**src/rtl/arb_pkg.sv**
```systemverilog
// Shared constants and FSM state type for the 8-line round-robin request arbiter.
package arb_pkg;

  localparam int N_REQ = 8;
  localparam int PTR_W = 3;

  typedef enum logic [0:0] {
    ST_IDLE  = 1'b0,
    ST_GRANT = 1'b1
  } state_t;

endpackage

```
**src/rtl/rr_pick.sv**
```systemverilog
// Combinational round-robin pick: rotate pend so ptr sits at bit 0, take the
// lowest set bit, then rotate the winning index back into absolute position.
module rr_pick #(
  parameter int N_REQ = 8,
  parameter int PTR_W = 3
) (
  input  logic [N_REQ-1:0] pend,
  input  logic [PTR_W-1:0] ptr,
  output logic [N_REQ-1:0] sel,
  output logic [PTR_W-1:0] idx,
  output logic             any
);

  logic [N_REQ-1:0] rot;
  logic [PTR_W-1:0] off;

  // N_REQ is a power of two, so the PTR_W-bit sum wraps exactly modulo N_REQ.
  generate
    for (genvar gi = 0; gi < N_REQ; gi++) begin : g_rot
      assign rot[gi] = pend[ptr + PTR_W'(gi)];
    end
  endgenerate

  always_comb begin
    off = '0;
    for (int j = N_REQ - 1; j >= 0; j--) begin
      if (rot[j]) begin
        off = PTR_W'(j);
      end
    end
  end

  assign any = |rot;
  assign idx = off + ptr;

  generate
    for (genvar gi = 0; gi < N_REQ; gi++) begin : g_sel
      assign sel[gi] = any && (idx == PTR_W'(gi));
    end
  endgenerate

endmodule

```
**src/rtl/req_arbiter8.sv**
```systemverilog
// Round-robin request arbiter feeding an 8-to-3 encoder: latches request pulses,
// issues one registered one-hot grant at a time and holds it until ack.
module req_arbiter8 #(
  parameter int N_REQ = arb_pkg::N_REQ,
  parameter int PTR_W = arb_pkg::PTR_W
) (
  input  logic             clk,
  input  logic             rst,
  input  logic [N_REQ-1:0] req,
  input  logic             en,
  input  logic             ack,
  output logic [N_REQ-1:0] gnt,
  output logic             gnt_valid,
  output logic [N_REQ-1:0] pend
);

  import arb_pkg::state_t;
  import arb_pkg::ST_IDLE;
  import arb_pkg::ST_GRANT;

  state_t           state_q, state_d;
  logic [N_REQ-1:0] pend_q, pend_d;
  logic [N_REQ-1:0] gnt_q, gnt_d;
  logic             gnt_valid_q, gnt_valid_d;
  logic [PTR_W-1:0] ptr_q, ptr_d;
  logic [PTR_W-1:0] gidx_q, gidx_d;
  logic [N_REQ-1:0] clr;

  logic [N_REQ-1:0] sel_onehot;
  logic [PTR_W-1:0] sel_idx;
  logic             sel_any;

  rr_pick #(
    .N_REQ(N_REQ),
    .PTR_W(PTR_W)
  ) u_pick (
    .pend(pend_q),
    .ptr (ptr_q),
    .sel (sel_onehot),
    .idx (sel_idx),
    .any (sel_any)
  );

  always_comb begin
    state_d     = state_q;
    gnt_d       = gnt_q;
    gnt_valid_d = gnt_valid_q;
    ptr_d       = ptr_q;
    gidx_d      = gidx_q;
    clr         = '0;
    case (state_q)
      ST_IDLE: begin
        if (en && sel_any) begin
          gnt_d       = sel_onehot;
          gnt_valid_d = 1'b1;
          gidx_d      = sel_idx;
          state_d     = ST_GRANT;
        end else begin
          gnt_d       = '0;
          gnt_valid_d = 1'b0;
        end
      end
      ST_GRANT: begin
        if (ack) begin
          clr         = gnt_q;
          ptr_d       = gidx_q + PTR_W'(1);
          gnt_d       = '0;
          gnt_valid_d = 1'b0;
          state_d     = ST_IDLE;
        end
      end
      default: begin
        gnt_d       = '0;
        gnt_valid_d = 1'b0;
        state_d     = ST_IDLE;
      end
    endcase
    // A new request on the acked line re-arms it: set beats clear.
    pend_d = (pend_q & ~clr) | req;
  end

  always_ff @(posedge clk or posedge rst) begin
    if (rst) begin
      state_q     <= ST_IDLE;
      pend_q      <= '0;
      gnt_q       <= '0;
      gnt_valid_q <= 1'b0;
      ptr_q       <= '0;
      gidx_q      <= '0;
    end else begin
      state_q     <= state_d;
      pend_q      <= pend_d;
      gnt_q       <= gnt_d;
      gnt_valid_q <= gnt_valid_d;
      ptr_q       <= ptr_d;
      gidx_q      <= gidx_d;
    end
  end

  assign gnt       = gnt_q;
  assign gnt_valid = gnt_valid_q;
  assign pend      = pend_q;

endmodule
```
**config.mk**
```make
export PLATFORM = sky130hd
export DESIGN_NAME = req_arbiter8
export DESIGN_NICKNAME = d
export VERILOG_FILES = /design/src/rtl/arb_pkg.sv /design/src/rtl/rr_pick.sv /design/src/rtl/req_arbiter8.sv
export SDC_FILE = /design/constraint.sdc
export NUM_CORES = 1
export LEC_CHECK = 0
export ABC_AREA = 1
export CORE_MARGIN = 3
export CORE_UTILIZATION = 52
export DETAILED_ROUTE_END_ITERATION = 8
export PLACE_DENSITY = 0.79
export SLEW_MARGIN = 40
export SYNTH_ARGS = -nofsm -noshare
export SYNTH_HDL_FRONTEND = slang
export SYNTH_SLANG_ARGS = --single-unit
export TNS_END_PERCENT = 30
```
**constraint.sdc**
```tcl
create_clock -name clk -period 3.9 [get_ports clk]
set_input_delay 0.585 -clock clk [delete_from_list [all_inputs] [get_ports clk]]
set_output_delay 0.585 -clock clk [all_outputs]
set_load 0.02 [all_outputs]
```
==> results of run 1 <==
[worst max-delay path, stage by stage (launching register included)]
cell and delay [ns]:
dfrtp_1 0.61, inv_4 0.10, ha_1 0.37, inv_1 0.10, nand3_1 0.11, nand3_1 0.09, nand2_1 0.12, a21oi_1 0.07
o21ai_0 0.13, nand2_1 0.06, a21boi_0 0.18, ha_1 0.18, inv_1 0.05, fa_1 0.61, inv_1 0.09, nor2_1 0.09
nand3_1 0.11, o21bai_2 0.15
[placed cells by master, fill, tap and decap left out, types with 2 or more instances in the layout]
| cell type | count |
|---|---|
| nand2_1 | 78 |
| inv_2 | 2 |
| o21ai_1 | 5 |
| nor2_1 | 12 |
| xnor2_1 | 3 |
| xor2_1 | 3 |
| ha_1 | 4 |
| nand3_1 | 34 |
| nand4_1 | 2 |
| clkdlybuf4s50_1 | 28 |
| inv_1 | 14 |
| nand2_4 | 3 |
| a21oi_1 | 2 |
| clkbuf_4 | 3 |
| a21o_1 | 6 |
| o21ai_0 | 7 |
| dfrtp_1 | 24 |
| o21bai_2 | 2 |
[through the flow]
stage / instance area, sq um / total power, uW
2_1_floorplan: 1574 / 1126
3_3_place_gp: 1863 / 1340
3_5_place_dp: 1863 / 1353
4_1_cts: 1916 / 1530
5_1_grt: 1916 / 1662
6_report: 1916 / 1528
[final cells by class]
type,instances,area (sq um),area share
inverters,17,66.31,0.03462
flip-flops and latches,24,600.6,0.3135
multi-input cells,169,877.1,0.4579
repair buffers,28,280.3,0.1463
clock inverters,1,30.03,0.01568
clock buffers,3,22.52,0.01176
well taps,31,38.79,0.02025
[flip-flops by register name, summed over array words and instances (netlist names)]
signal,cells
gnt,8
pend,8
gidx_q,3
ptr_q,3
gnt_valid,1
state_q,1
[path summary, 6_finish.rpt]
path / startpoint / endpoint / slack (ns) / cells past startpoint
min: gnt_valid / gnt_valid / 0.52 / 2
max reg2reg: ptr_q[0] / gnt[0] / 0.60 / 17
min in group asynchronous: rst / pend[1] / 0.59 / 2
max: ptr_q[0] / gnt[0] / 0.60 / 17
min reg2reg: gnt_valid / gnt_valid / 0.52 / 2
max in group asynchronous: rst / gnt[0] / 2.97 / 2
[power groups by stage]
stage	clock (uW)	sequential [uW]	combinational [uW]
after CTS	178	408	943
after global routing	188	417	1060
after global placement	0	411	929
after detailed placement	0	412	941
final	177	408	943
after floorplan	0	408	718
[per-layer routing]
layer | track usage | wire length, um
met1 | 0.2997 | 1682
met2 | 0.3649 | 1840
met3 | 0.02725 | 98
met4 | 0.04644 | 17
met5 | 0 | 0
[logic make-up (layout without fill, tap and decap cells)]
family	count (synthesis)	count (layout)	synth area share
buffers and inverters	21	49	0.06121
xor gates and xnor gates	7	7	0.04373
and+or+nand+nor	133	133	0.3720
AOI/OAI and AO/OA	24	24	0.09698
adders and majority gates	5	5	0.04452
DFF	24	24	0.3816
==> results.sh, run 1 <==
export IMPL_yosysTopAreaCellShare=0.3816
export IMPL_drtIter0Drc=65
export IMPL_grt_pass1_vias=1288
export IMPL_grt_first_pass_wirelength_um=6003
export IMPL_whs_ns=0.5150
export IMPL_dp_hpwl_um=2952
export IMPL_ys_ff_latch=24
export IMPL_seq_area_frac_synth=0.3816
export IMPL_period_minus_slack_ns=3.299
export IMPL_antenna_found_initial=0
export IMPL_p_comb_frac=0.617
export IMPL_synth_edf_count=0
export IMPL_cts_sinks=24
export IMPL_syn_cell_area_sq_mm=0.001574
export IMPL_max_freq_ghz=0.3031
export IMPL_drc=0
export IMPL_root_buffer="clkbuf_4"
export IMPL_synth_cell_types=27
export IMPL_htree_levels=1
export IMPL_swShare=0.4983
export IMPL_final_nets=260
export IMPL_die_h_um=61.02
export IMPL_ys_warn_count=0
export IMPL_first_pass_iters=4
export IMPL_power_density_mw_per_mm2=797.5
export IMPL_die_w_um=61.02
export IMPL_end_kind="flip-flop"
export IMPL_grt_use_total=0.2160
export IMPL_final_core_utilization=0.6771
export IMPL_cts_tree="done"
export IMPL_synth_nets=231
export IMPL_layout_drive_gt1_share=0.06612
export IMPL_slew_viol_final=0
export IMPL_fin_ws_ns=0.6011
export IMPL_io_pins=29
export IMPL_async_flop_share=1.000
export IMPL_pre_cts_ws_ns=0.6390
export IMPL_synth_avg_cell_area_sq_um=7.355
export IMPL_crit_arrival_ns=3.54
export IMPL_die_area_sq_mm=0.003723
export IMPL_cts_buffer_depth=2
export IMPL_leakage_uw=0.0009379
export IMPL_insertion_delay_ns=0.31
export IMPL_path_clk_slew_ns=0.14
export IMPL_cp_max_fo=12
export IMPL_place_congestion=0.8362
export IMPL_start_kind="flip-flop"
export IMPL_yosysTopAreaCell="dfrtp_1"
export IMPL_cts_hold_fix_buffers=0
export IMPL_worst_ir_drop_vdd_mv=0.4099
export IMPL_finalCritPeriodShare=0.8459
export IMPL_finalSetupViolCount=0
export IMPL_grt_max_degree=25
export IMPL_outcome="finished, final reports clean"
export IMPL_grt_overflow=0
export IMPL_clkPwrFrac=0.116
export IMPL_syn_inst=214
export IMPL_core_area_sq_mm=0.002829
export IMPL_viasPerCell=5.418
export IMPL_diodes=0
export IMPL_syn_to_final_growth_pct=21.70
export IMPL_fin_skew_ns=0.01411
export IMPL_dp_cells=269
export IMPL_yosysMostFrequentCell="nand2_1"
export IMPL_worstHoldPathType="flip-flop to flip-flop"
export IMPL_power_switching_uw=761.3
export IMPL_hold_viol=0
export IMPL_vias=1479
export IMPL_relSlewSlack=0.6608
export IMPL_tightest_slew_ns=0.5069
export IMPL_wl_per_cell_um=13.33
export IMPL_io_buffers=28
export IMPL_drt_total_wl_um=3638
export IMPL_synthFlopType="dfrtp_1"
export IMPL_fill_cells=252
export IMPL_cts_made_buffers=3
export IMPL_ys_top_cells_by_area="dfrtp_1 (38%), nand2_1 (19%), nand3_1 (11%)"
export IMPL_synthTopCellsByCount="nand2_1 (78), nand3_1 (34), dfrtp_1 (24), inv_1 (15), nor2_1 (12)"
export IMPL_intPower_uw=766.4
export IMPL_cts_resized=0
export IMPL_placement_rows=19
export IMPL_final_antenna_net_count=0
export IMPL_fin_setup_tns_ns=0
export IMPL_stdcell_count=273
export IMPL_cts_setup_buffers=0
export IMPL_crit_type="flip-flop to flip-flop"
export IMPL_critPathRequiredTime_ns=4.14
export IMPL_p_seq_frac=0.267
export IMPL_cap_violations=0
export IMPL_initial_core_util=0.5564
export IMPL_rsz0062_at_grt="false"
Power figures use the tool's default switching activity.
==> run 2, diff against run 1 <==
==> constraint.sdc (replaced) <==
create_clock -name clk -period 3.2 [get_ports clk]
set_input_delay 0.48 -clock clk [delete_from_list [all_inputs] [get_ports clk]]
set_output_delay 0.48 -clock clk [all_outputs]
set_load 0.02 [all_outputs]
==> run 2 against run 1 <==
Core utilization up 2.6 points. Critical path type unchanged. Cell area up 3.8%. Largest power group unchanged. Critical endpoint is now gnt[3]. Cell count up 1.8%.
==> results.sh, run 2 (synthesis results as in run 1) <==
export IMPL_dp_cells=272
export IMPL_place_congestion=0.8323
export IMPL_cp_max_fo=8
export IMPL_slowest_stage="dfrtp_1"
export IMPL_io_buffers=28
export IMPL_cpLargestDelayFamily="adder cells"
export IMPL_grt_overflow=0
export IMPL_placement_rows=19
export IMPL_power_density_mw_per_mm2=1007
export IMPL_grt_use_total=0.2276
export IMPL_final_common_cell="nand2_1"
export IMPL_slew_viol_final=0
export IMPL_die_area_sq_mm=0.003723
export IMPL_vias=1507
export IMPL_drtIter0Drc=70
export IMPL_cts_made_buffers=3
export IMPL_leakage_uw=0.0009651
export IMPL_clkPwrFrac=0.108
export IMPL_final_nets=265
export IMPL_grt_first_pass_wirelength_um=6306
export IMPL_power_switching_uw=979.5
export IMPL_crit_arrival_ns=3.19
export IMPL_p_seq_frac=0.244
export IMPL_relSlewSlack=0.6715
export IMPL_crit_type="flip-flop to flip-flop"
export IMPL_cts_tree="done"
export IMPL_p_comb_frac=0.648
export IMPL_worstHoldPathType="input port to asynchronous set/reset pin"
export IMPL_max_freq_ghz=0.3397
export IMPL_dp_hpwl_um=2940
export IMPL_wl_per_cell_um=13.34
export IMPL_drc=0
export IMPL_power_uw=2001
export IMPL_tightest_slew_ns=0.4920
export IMPL_syn_to_final_growth_pct=26.31
export IMPL_final_antenna_net_count=0
export IMPL_swShare=0.4894
export IMPL_crit_buf_inv=3
export IMPL_io_pins=29
export IMPL_die_h_um=61.02
export IMPL_grt_pass1_vias=1404
export IMPL_fill_cells=221
export IMPL_outcome="finished, final reports clean"
export IMPL_die_w_um=61.02
export IMPL_path_clk_slew_ns=0.13
export IMPL_multiInputGateArea_sq_um=909.6
export IMPL_root_buffer="clkbuf_4"
export IMPL_cts_sinks=24
export IMPL_finalCritPeriodShare=0.9199
export IMPL_cts_buffer_depth=2
export IMPL_whs_ns=0.4946
export IMPL_finalSetupViolCount=0
export IMPL_path_cells="buf_4 > ha_1 > xnor2_2 > nand3_1 > nand2_1 > a21oi_1 > o21ai_1 > nand2_1 > a21boi_1 > ha_1 > inv_1 > fa_2 > xor2_1 > nand3b_1 > nand2_4 > inv_2 > o21bai_2"
export IMPL_final_cell_mix="nand2_1 (77), nand3_1 (34), clkdlybuf4s50_1 (28)"
export IMPL_antenna_found_initial=0
export IMPL_worst_ir_drop_vdd_mv=0.5377
export IMPL_pre_cts_ws_ns=0.1008
export IMPL_r2r_cells=17
export IMPL_end_kind="flip-flop"
export IMPL_crit_cells=17
export IMPL_fin_skew_ns=0.006809
export IMPL_cap_violations=0
export IMPL_stdcell_count=278
export IMPL_fin_ws_ns=0.2562
export IMPL_grt_max_degree=25
export IMPL_hold_viol=0
export IMPL_initial_core_util=0.5564
export IMPL_layout_drive_gt1_share=0.1134
export IMPL_critPathRequiredTime_ns=3.45
export IMPL_start_kind="flip-flop"
export IMPL_drt_total_wl_um=3709
export IMPL_period_minus_slack_ns=2.944
export IMPL_core_area_sq_mm=0.002829
export IMPL_fin_setup_tns_ns=0
export IMPL_viasPerCell=5.421
export IMPL_ff_latch_area_sq_um=603.1
export IMPL_insertion_delay_ns=0.31
export IMPL_htree_levels=1
export IMPL_diodes=0
export IMPL_intPower_uw=1022
export IMPL_first_pass_iters=5
export IMPL_slowest_delay_ns=0.41
-- run 2: area by class of cell --
cell class,instances,share of cell area
flip-flops and latches,24,0.3033
clock inverters,1,0.01510
clock buffers,3,0.01133
inverters,17,0.03335
multi-input cells,169,0.4575
well taps,31,0.01951
repair buffers,33,0.1598
-- run 2: path summary, 6_finish.rpt --
kind / from / end / slack, ns
max in group asynchronous: rst / ptr_q[2] / 2.35
min in group clk: gnt_valid / gnt_valid / 0.50
setup reg to reg: ptr_q[1] / gnt[3] / 0.26
hold reg to reg: gnt_valid / gnt_valid / 0.50
hold / removal: rst / gnt[4] / 0.49
setup / recovery: ptr_q[1] / gnt[3] / 0.26
-- run 2: routing by layer --
metal / GRT usage / vias up / share of wire
li1: - / 758 / -
met4: 0.05882 / 0 / 0.0094
met2: 0.3771 / 51 / 0.48
met1: 0.3146 / 694 / 0.46
met3: 0.03354 / 4 / 0.047
met5: 0 / - / 0
-- run 2: metrics by stage --
stage | util | instance area [sq um]
finish | 0.7028 | 1988
global route | 0.7028 | 1988
CTS | 0.6851 | 1938
detailed placement | 0.6665 | 1886
global placement | 0.6665 | 1886
floorplan | - | 1574
-- run 2: worst reg2reg max path: cells and delay by family (launching register included) --
kind	cells	cell delay, ns
flops	1	0.41
compound gates	4	0.40
buf+inv	3	0.28
simple gates	5	0.62
xor+xnor	2	0.37
fa+ha+maj	3	0.81
-- run 2: power groups by stage --
stage               clock (uW)  sequential [uW]  combinational (uW)
global route               232              499                1450
detailed placement           0              484                1190
CTS                        221              480                1200
finish                     216              488                1300
global placement             0              485                1170
floorplan                    0              497                 875
-- run 2: repair_timing --
| action | CTS | global route |
|---|---|---|
| setup buffers | 0 | 2 |
| setup endpoints to repair | 0 | 9 |
| hold buffers | 0 | 0 |
| resized for setup | 0 | 9 |
